<file path="src/rtl/br_local_adapter.sv">
// BrLite local-port adapter: NI <-> router handshakes, with a sequence-stamping TX FIFO
// and an RX FIFO, one of each.
package br_local_adapter_pkg;
  typedef struct packed {
    logic [3:0]  ksvc;
    logic [15:0] seq_source;
    logic [15:0] payload;
  } br_payload_t;
endpackage

module br_local_adapter
  import br_local_adapter_pkg::*;
#(
  parameter logic [15:0] ADDRESS    = 16'b0,
  parameter int unsigned FIFO_DEPTH = 4
) (
  input  logic        clk_i,
  input  logic        rst_i,
  input  logic        ni_req_i,
  output logic        ni_ack_o,
  input  br_payload_t ni_data_i,
  output logic        ni_rx_o,
  output br_payload_t ni_data_o,
  input  logic        ni_rx_ack_i,
  output logic        local_busy_o,
  output logic        rt_req_o,
  input  logic        rt_ack_i,
  output br_payload_t rt_data_o,
  input  logic        rt_req_i,
  output logic        rt_ack_o,
  input  br_payload_t rt_data_i
);

  localparam int unsigned AW = $clog2(FIFO_DEPTH);
  localparam int unsigned CW = AW + 1;
  localparam logic [CW-1:0] DEPTH_C = CW'(FIFO_DEPTH);

  typedef enum logic [1:0] {ST_IDLE, ST_REQ, ST_GAP} tx_state_t;

  tx_state_t   r_state, w_state_nxt;
  logic        r_ni_ack, r_rt_ack, r_rt_req, r_busy;
  logic [7:0]  r_seq;
  br_payload_t r_rt_data;

  br_payload_t r_tx_mem [FIFO_DEPTH];
  logic [AW-1:0] r_tx_wr, r_tx_rd;
  logic [CW-1:0] r_tx_cnt, w_tx_cnt_nxt;
  logic          w_tx_push, w_tx_pop;
  br_payload_t   w_tx_entry;

  br_payload_t r_rx_mem [FIFO_DEPTH];
  logic [AW-1:0] r_rx_wr, r_rx_rd;
  logic [CW-1:0] r_rx_cnt;
  logic          w_rx_push, w_rx_pop;

  logic w_unused_seq;
  assign w_unused_seq = ^ni_data_i.seq_source;

  // A pop on the same edge frees a slot, so a full FIFO can still accept.
  assign w_tx_push = ni_req_i && !r_ni_ack && ((r_tx_cnt != DEPTH_C) || w_tx_pop);
  assign w_tx_cnt_nxt = r_tx_cnt + CW'(w_tx_push) - CW'(w_tx_pop);
  assign w_tx_entry = '{ksvc:       ni_data_i.ksvc,
                        seq_source: {r_seq, ADDRESS[11:8], ADDRESS[3:0]},
                        payload:    ni_data_i.payload};

  assign w_rx_pop  = ni_rx_ack_i && (r_rx_cnt != '0);
  assign w_rx_push = rt_req_i && !r_rt_ack && ((r_rx_cnt != DEPTH_C) || w_rx_pop);

  always_ff @(posedge clk_i) begin
    if (rst_i) r_state <= ST_IDLE;
    else       r_state <= w_state_nxt;
  end

  always_comb begin
    w_state_nxt = r_state;
    w_tx_pop    = 1'b0;
    unique case (r_state)
      ST_IDLE: if (r_tx_cnt != '0) w_state_nxt = ST_REQ;
      ST_REQ: begin
        if (rt_ack_i) begin
          w_state_nxt = ST_GAP;
          w_tx_pop    = 1'b1;
        end
      end
      ST_GAP:  w_state_nxt = ST_IDLE;
      default: w_state_nxt = ST_IDLE;
    endcase
  end

  always_ff @(posedge clk_i) begin
    if (rst_i) begin
      r_ni_ack  <= 1'b0;
      r_seq     <= '0;
      r_tx_wr   <= '0;
      r_tx_rd   <= '0;
      r_tx_cnt  <= '0;
      r_rt_req  <= 1'b0;
      r_rt_data <= '0;
      r_busy    <= 1'b0;
    end else begin
      r_ni_ack <= w_tx_push;
      if (w_tx_push) begin
        r_tx_wr <= r_tx_wr + 1'b1;
        r_seq   <= r_seq + 1'b1;
      end
      if (w_tx_pop) r_tx_rd <= r_tx_rd + 1'b1;
      r_tx_cnt <= w_tx_cnt_nxt;
      r_rt_req <= (w_state_nxt == ST_REQ);
      // Head is latched on REQ entry so rt_data_o stays stable through the handshake.
      if ((r_state == ST_IDLE) && (w_state_nxt == ST_REQ)) r_rt_data <= r_tx_mem[r_tx_rd];
      r_busy <= (w_tx_cnt_nxt != '0) || (w_state_nxt != ST_IDLE);
    end
  end

  always_ff @(posedge clk_i) begin
    if (w_tx_push) r_tx_mem[r_tx_wr] <= w_tx_entry;
    if (w_rx_push) r_rx_mem[r_rx_wr] <= rt_data_i;
  end

  always_ff @(posedge clk_i) begin
    if (rst_i) begin
      r_rt_ack <= 1'b0;
      r_rx_wr  <= '0;
      r_rx_rd  <= '0;
      r_rx_cnt <= '0;
    end else begin
      r_rt_ack <= w_rx_push;
      if (w_rx_push) r_rx_wr <= r_rx_wr + 1'b1;
      if (w_rx_pop)  r_rx_rd <= r_rx_rd + 1'b1;
      r_rx_cnt <= r_rx_cnt + CW'(w_rx_push) - CW'(w_rx_pop);
    end
  end

  assign ni_ack_o     = r_ni_ack;
  assign rt_ack_o     = r_rt_ack;
  assign rt_req_o     = r_rt_req;
  assign rt_data_o    = r_rt_data;
  assign local_busy_o = r_busy;
  assign ni_rx_o      = (r_rx_cnt != '0);
  assign ni_data_o    = (r_rx_cnt != '0) ? r_rx_mem[r_rx_rd] : '0;

endmodule

</file>
<file path="config.mk">
export PLATFORM = sky130hd
export DESIGN_NAME = br_local_adapter
export DESIGN_NICKNAME = d
export VERILOG_FILES = /design/src/rtl/br_local_adapter.sv
export SDC_FILE = /design/constraint.sdc
export NUM_CORES = 1
export LEC_CHECK = 0
export ABC_CLOCK_PERIOD_IN_PS = 4000
export CAP_MARGIN = 30
export CORE_MARGIN = 2
export CORE_UTILIZATION = 45
export DETAILED_ROUTE_END_ITERATION = 10
export GPL_ROUTABILITY_DRIVEN = 0
export PLACE_DENSITY_LB_ADDON = 0.3
export SLEW_MARGIN = 20
export SYNTH_ARGS = -nofsm -noshare
export SYNTH_HDL_FRONTEND = slang
export SYNTH_SLANG_ARGS = --single-unit
</file>
<file path="constraint.sdc">
create_clock -name clk_i -period 4 [get_ports clk_i]
set_clock_uncertainty 0.05 [all_clocks]
set_input_delay 0.6 -clock clk_i [delete_from_list [all_inputs] [get_ports clk_i]]
set_output_delay 0.6 -clock clk_i [all_outputs]
set_load 0.05 [all_outputs]
</file>
Word-level counts from Yosys, hierarchy flattened. Memories as Yosys holds them, arrays and structs flattened. A register that Yosys moved wholly into a read port is not among the register bits. Index checks and enable logic that the tools add are counted.

Add/sub/neg operators: 9. Equality and inequality tests: 4. Mux-type cells: 12. Reductions and logical operators: 16.

Operator list (number): 2-to-1 mux 36 bit (1); nonzero test 3 bit (3); adder 2 x 1 -> 2 bit, second input constant (4); adder 8 x 1 -> 8 bit, second input constant (1); 2-to-1 mux 2 bit (4); adder 3 x 1 -> 3 bit (2); logical AND 1 bit (6); 2-to-1 mux 1 bit (6); != test 3 bit, second input constant (2); subtractor 3 x 1 -> 3 bit (2); == test 2 x 1 -> 1 bit, second input constant (2); one-hot mux 2 bit (2 select lines) (1); logical OR 1 bit (3); zero test 1 bit (2); zero test 2 bit (1); nonzero test 2 bit (1).

Flip-flop bits (word level): 44. RAM bits: 256. Input bits: 78. Word-level logic and storage cells: 56. Memories: 2.

Memories: r_rx_mem (words 4, bits a word 36, read ports 1, clocked after memory_dff 1, write ports 1, RTL line 51) `br_payload_t r_rx_mem [FIFO_DEPTH];`; r_tx_mem (words 4, bits a word 28, read ports 1, clocked after memory_dff 1, write ports 1, RTL line 45) `br_payload_t r_tx_mem [FIFO_DEPTH];`.

Depth between registers and ports, before layout. Gate-level depths: netlist (run 1).

Word-level depth: 8. Mapped depth: 11.

Worst setup path after synthesis (run 1). Ideal clock, no wire load.

Path type: input-to-reg. Start point: input rt_ack_i. End point: register r_busy (netlist: local_busy_o). Library setup time: 0.132 ns. Arrival time: 2.359 ns. Slack: 1.459 ns. Stages: 10. Path buffers: 0. Cell sequence: nand3b_4 > a21oi_4 > inv_1 > ha_1 > inv_1 > ha_1 > inv_1 > fa_1 > nor4b_1 > a21oi_1.

Longest elaborated chain between the ends: 8. Elaborated cells between the ends (all ways): 11.

Ends and longest elaborated chain: start, declared (RTL line 27) `input logic rt_ack_i,`; 2-to-1 mux 1 bit (RTL line 80) `if (rt_ack_i) begin`; 2-to-1 mux 1 bit (RTL line 77) `unique case (r_state)`; logical OR 1 bit (RTL line 60) `assign w_tx_push = ni_req_i && !r_ni_ack && ((r_tx_cnt != DEPTH_C) || w_tx_pop);`; logical AND 1 bit (RTL line 60); adder 3 x 1 -> 3 bit (RTL line 61) `assign w_tx_cnt_nxt = r_tx_cnt + CW'(w_tx_push) - CW'(w_tx_pop);`; subtractor 3 x 1 -> 3 bit (RTL line 61); nonzero test 3 bit (RTL line 111) `r_busy <= (w_tx_cnt_nxt != '0) || (w_state_nxt != ST_IDLE);`; logical OR 1 bit (*) (RTL line 111); end signal, assigned (RTL line 111); end, declared (RTL line 41) `logic r_ni_ack, r_rt_ack, r_rt_req, r_busy;`.

Mark *: on every way between the ends. The rest lies on a longest branch, timed or not. A chain may end at the register's enable or synchronous reset.

==> results of run 1 <==
==> sequential cells by signal, indices dropped and copies added, names as in the netlist, named ones only <==
signal / flops
local_busy_o: 1
ni_ack_o: 1
r_rx_cnt: 3
r_rx_mem: 144
r_rx_rd: 2
r_rx_wr: 2
r_seq: 8
r_state: 2
r_tx_cnt: 3
r_tx_mem: 112
r_tx_rd: 2
r_tx_wr: 2
rt_ack_o: 1
rt_data_o: 28
rt_req_o: 1
==> power breakdown <==
group,switching [uW],internal [uW]
Clock,1130,1740
Sequential,261,3960
Combinational,2310,1370
==> cells by family after synthesis <==
logic type | after synthesis | share of synthesized area, %
xor+xnor | 17 | 1.24
buf+inv | 51 | 2.36
compound gates | 38 | 2.12
fa+ha+maj | 15 | 1.69
simple gates | 147 | 6.34
mux | 67 | 12.3
flops | 314 | 73.9
other cells | 1 | 0.0313
==> worst min-delay path by stage <==
stage | startpoint | endpoint | slack (ns) | cells past startpoint
final | rt_data_o[7]$_SDFFE_PP0P_ | rt_data_o[7]$_SDFFE_PP0P_ | 0.41 | 2
after global routing | rt_data_o[5]$_SDFFE_PP0P_ | rt_data_o[5]$_SDFFE_PP0P_ | 0.44 | 2
after CTS | rt_data_o[15]$_SDFFE_PP0P_ | rt_data_o[15]$_SDFFE_PP0P_ | 0.41 | 2
after detailed placement | rt_data_o[34]$_SDFFE_PP0P_ | rt_data_o[34]$_SDFFE_PP0P_ | 0.40 | 2
after global placement | rt_data_o[15]$_SDFFE_PP0P_ | rt_data_o[15]$_SDFFE_PP0P_ | 0.40 | 2
after floorplan | r_seq[7]$_SDFFE_PP0P_ | r_tx_mem[0][23]$_DFFE_PP_ | 0.43 | 0
==> layer usage <==
metal	share of wire, %	wire, microns	track usage (%)
met1	42	9300	20.0
met2	51	11300	28.4
met3	5.6	1260	3.36
met4	2.0	437	3.56
met5	0	0	0
==> cell type report <==
| class | instances | share of cell area (%) |
|---|---|---|
| Multi-Input combinational cell | 292 | 19.6 |
| Sequential cell | 314 | 60.3 |
| Inverter | 13 | 0.332 |
| Timing Repair Buffer | 149 | 10.0 |
| Tap cell | 335 | 2.85 |
| Clock inverter | 18 | 1.45 |
| Clock buffer | 35 | 5.45 |
==> metrics by stage <==
step,cells,power [uW]
5_1_grt,1156,11200
6_report,1156,10800
3_5_place_dp,1103,8020
4_1_cts,1156,10900
2_1_floorplan,657,6810
3_3_place_gp,1102,7950
==> tightest hold or removal path: stages, from the launching register on <==
cell and delay, ns:
dfxtp_1 0.31, nand2_1 0.05, a21oi_1 0.05
==> synthesized netlist by cell type, types with 2 or more instances <==
cell / n
edfxtp_1: 256
mux4_2: 64
nand2_1: 59
dfxtp_1: 58
and2_1: 45
a21oi_1: 32
nor2_1: 23
xnor2_1: 14
buf_4: 13
ha_1: 13
inv_1: 13
buf_2: 9
clkbuf_1: 9
buf_6: 4
nor2b_1: 4
a211oi_1: 3
mux2i_1: 3
xor2_1: 3
a2111oi_4: 2
buf_1: 2
fa_1: 2
nand2b_1: 2
nand3_1: 2
nor4b_1: 2
or3_1: 2
==> run metrics, run 1 <==
WP buf/inv=2; clk sink count=314; cell area after layout=14700 sq um; first-pass GRT wire length=35000 microns; largest net degree at the start of global routing=39; Worst-Margin Slew=0.738 ns; CP max FO=29; CTS tree=yes; vias per inst=5.15; cell taking the most area after synthesis=edfxtp_1; WS Path Type=flip-flop to output pin; ys async rst share=0%; buffers added on ports=130; worst r2r dst=r_rx_cnt[2]$_SDFF_PP0_; io pins=155; EDFF count, synth=256; clock slew at reported path FFs=0.06 ns; Syn Area/Cell=18.4 sq um; nets=894; fin crit share=85.9%; vias=5959; worst-case hold slack=0.410 ns; Synth Instances=650; Placement Setup Slack=0.645 ns; setup TNS=0 ns; core area=26100 sq um; initial DRC count=348; Cell Area, Placed=13700 sq um; final setup vio count=0; CTS Buf Count=31; Max stage delay cell, worst path=clkdlybuf4s50_1; commonest non-fill, non-tap cell in the layout=edfxtp_1; H-tree Lvls=1; post-route ant nets=0; diode count=0; Yosys reg bits=314; Final Critical Period=3.44 ns; Final Hold Viols=0; WP data arrival=2.79 ns; RSZ-0062 raised after global routing=no; most frequent cells in the layout=256 x edfxtp_1, 129 x clkdlybuf4s50_1, 64 x mux4_2; routed wire length=22300 microns; die area=27900 sq um; Worst Hold Class=flip-flop to flip-flop; Yosys top cell area share=64.2%; clock network latency to the later pin of the worst-skew pair=0.53 ns; PostCTS Resize Cnt=0; die height=167 microns; max-slew violation count=0; CP Capture Type=output pin; crit path to=ni_data_o[24]; Seq. cell area=8850 sq um; flop-to-flop setup slack=1.20 ns; GRT Total Usage=15.9%; # rows=59; Peak Freq=291 MHz; Critical Path RT=3.35 ns; Synth cell types=36; CP Cell Sequence=buf_12 > mux4_2 > and2_1 > clkdlybuf4s50_1; global route overflow=0; number of global-route vias before repair=6487; critical path depth=4; synthesized cell area=12000 sq um; DRC=0; start of the worst register-to-register path=r_rx_cnt[2]$_SDFF_PP0_; Leakage=0.00484 uW; DR WL/cell=19.3 microns; Rel. slew slack=50.8%; fraction of layout cells with a size suffix above 1=17.4%; Max Cap Viol=0; Bufs on Longest Clock Path=3; Root Driver=clkbuf_16; synthesis warning total=0; Seq/Total Area, Yosys=73.9%; multi-input logic area=2880 sq um; hold buffer count at CTS=0; Largest delay share family, worst path=buffers and inverters; drt first pass iters=4; Util after Layout=56.4%; number of fill cells=1977; initial antenna violation count=0; Starting Density=45.9%; dpl hpwl=14100 microns; ys flop type=edfxtp_1; final worst setup slack=0.563 ns; max incr delay on CP=0.71 ns; Peak supply drop=0.000535 V; Area contributors post-synth=edfxtp_1 64%, mux4_2 12%, dfxtp_1 9.7%; reg2reg path depth=9; Startpoint Class=flip-flop; PwrDens=733 nW/um^2; status=finished, final reports clean; DIE WIDTH=167 microns; # Post-CTS Setup Buffers=0; area delta synth->final=22.7%
No activity file was read; power rests on OpenSTA's default activity.
==> run 2, diff against run 1 <==
CORE_ASPECT_RATIO = 2   (was default)
CORE_MARGIN = 4   (was 2)
SKIP_LAST_GASP = 1   (was default)
==> run metrics, run 2 (synthesis gave the netlist of run 1 again) <==
area delta synth->final=22.0%; most frequent cells in the layout=256 x edfxtp_1, 129 x clkdlybuf4s50_1, 64 x mux4_2; nets=895; Final Power=10500 uW; DRC=0; Worst-Margin Slew=0.648 ns; Final Hold Viols=0; Root Driver=clkbuf_16; CP Cell Sequence=buf_12 > mux4_2 > and2_1 > clkdlybuf4s50_1; setup TNS=0 ns; fraction of layout cells with a size suffix above 1=18.2%; WS Path Type=flip-flop to output pin; die height=239 microns; H-tree Lvls=1; die area=29400 sq um; Worst Hold Class=flip-flop to flip-flop; cell area after layout=14600 sq um; CP max FO=20; core area=26300 sq um; RSZ-0062 raised after global routing=no; # rows=84; status=finished, final reports clean; final setup vio count=0; # Post-CTS Setup Buffers=0; top routing layer in use=met4; final worst setup slack=0.473 ns; Bufs on Longest Clock Path=3; Rel. slew slack=56.8%; largest net degree at the start of global routing=40; PostCTS Resize Cnt=0; io pins=155; GRT Total Usage=15.9%; clk sink count=314; routed wire length=22700 microns; dpl hpwl=15300 microns; Max Cap Viol=0; metal3 WL=1050 microns; WP buf/inv=2; Starting Density=45.6%; PwrDens=717 nW/um^2; vias=6010; first-pass GRT wire length=36200 microns; max-slew violation count=0; Clk pwr share=24.1%; Startpoint Class=flip-flop; Leakage=0.00481 uW; Largest delay share family, worst path=buffers and inverters; Comb power frac=35.6%; cell-internal power=6770 uW; buffers added on ports=130; Max stage delay cell, worst path=clkdlybuf4s50_1; post-route ant nets=0; Flop pwr share=40.3%; commonest non-fill, non-tap cell in the layout=edfxtp_1; WL met2=13100 microns; max reg flops=144; critical path depth=4; initial DRC count=296; M1 WL=8080 microns; CTS Buf Count=27; Placement Setup Slack=0.663 ns; Reg with most FFs=r_rx_mem; WP data arrival=2.88 ns; Peak Freq=284 MHz; max incr delay on CP=0.70 ns; CTS tree=yes; DIE WIDTH=123 microns; initial antenna violation count=0; Hold Crit Depth=2; DR WL/cell=19.4 microns; global route overflow=0; Cell Area, Placed=13700 sq um; Switching Fraction=35.3%; Peak supply drop=0.000712 V; clock network latency to the later pin of the worst-skew pair=0.54 ns; fin crit share=88.2%; hold buffer count at CTS=0; switching pwr=3700 uW; Final Critical Period=3.53 ns; Critical Path RT=3.35 ns; reg2reg path depth=8; drt first pass iters=4; vias per inst=5.15; clock slew at reported path FFs=0.06 ns; number of global-route vias before repair=6807; CP Capture Type=output pin
-- run 2: final cells by class --
type                    instances  area, sq um
inverters                      13         48.8
diodes                          1         2.50
repair buffers                154         1520
flip-flops and latches        314         8850
clock inverters                15          119
fillers                      2080        11700
clock buffers                  35          747
multi-input cells             292         2880
well taps                     344          430
-- run 2: power groups by stage --
stage	Combinational, uW	Sequential (uW)	Clock, uW
after floorplan	2190	4620	0
after global placement	3670	4270	0
after detailed placement	3790	4300	0
after CTS	3800	4240	2600
after global routing	3990	4280	2750
final	3730	4220	2520
-- run 2: worst paths after layout --
kind                                                start                   endpoint  slack, ns
worst max register to register     r_rx_cnt[2]$_SDFF_PP0_     r_rx_cnt[2]$_SDFF_PP0_       1.25
worst min-delay path            rt_data_o[9]$_SDFFE_PP0P_  rt_data_o[9]$_SDFFE_PP0P_       0.41
worst max-delay path                            flip-flop              ni_data_o[26]       0.47
worst min register to register  rt_data_o[9]$_SDFFE_PP0P_  rt_data_o[9]$_SDFFE_PP0P_       0.41
-- run 2: routing by layer --
| layer | vias to the layer above | global-route usage, % |
|---|---|---|
| li1 | 2755 | - |
| met1 | 3078 | 17.4 |
| met2 | 144 | 30.5 |
| met3 | 33 | 2.72 |
| met4 | 0 | 4.67 |
| met5 | - | 0 |
-- run 2: worst reg2reg max path, stage by stage (launching register included) --
cell     delay (ns)
dfxtp_1        0.33
or3_2          0.80
and2_1         0.33
ha_1           0.28
inv_1          0.04
ha_1           0.18
fa_1           0.39
xnor2_1        0.18
nor2_1         0.05
-- run 2: through the flow --
stage,util [%],instances,hold slack (ns)
after floorplan,-,657,0.431
final,55.6,1168,0.407
after global routing,55.6,1167,0.426
after CTS,55.6,1167,0.410
after detailed placement,52.3,1117,0.400
after global placement,52.0,1113,0.395
==> run 3, diff against run 2 <==
GPL_ROUTABILITY_DRIVEN = 1   (was 0)
HOLD_SLACK_MARGIN = 0.1   (was default)
==> results of run 3 <==
Same layout as run 2: the final DEF is identical, and so are final timing and power.
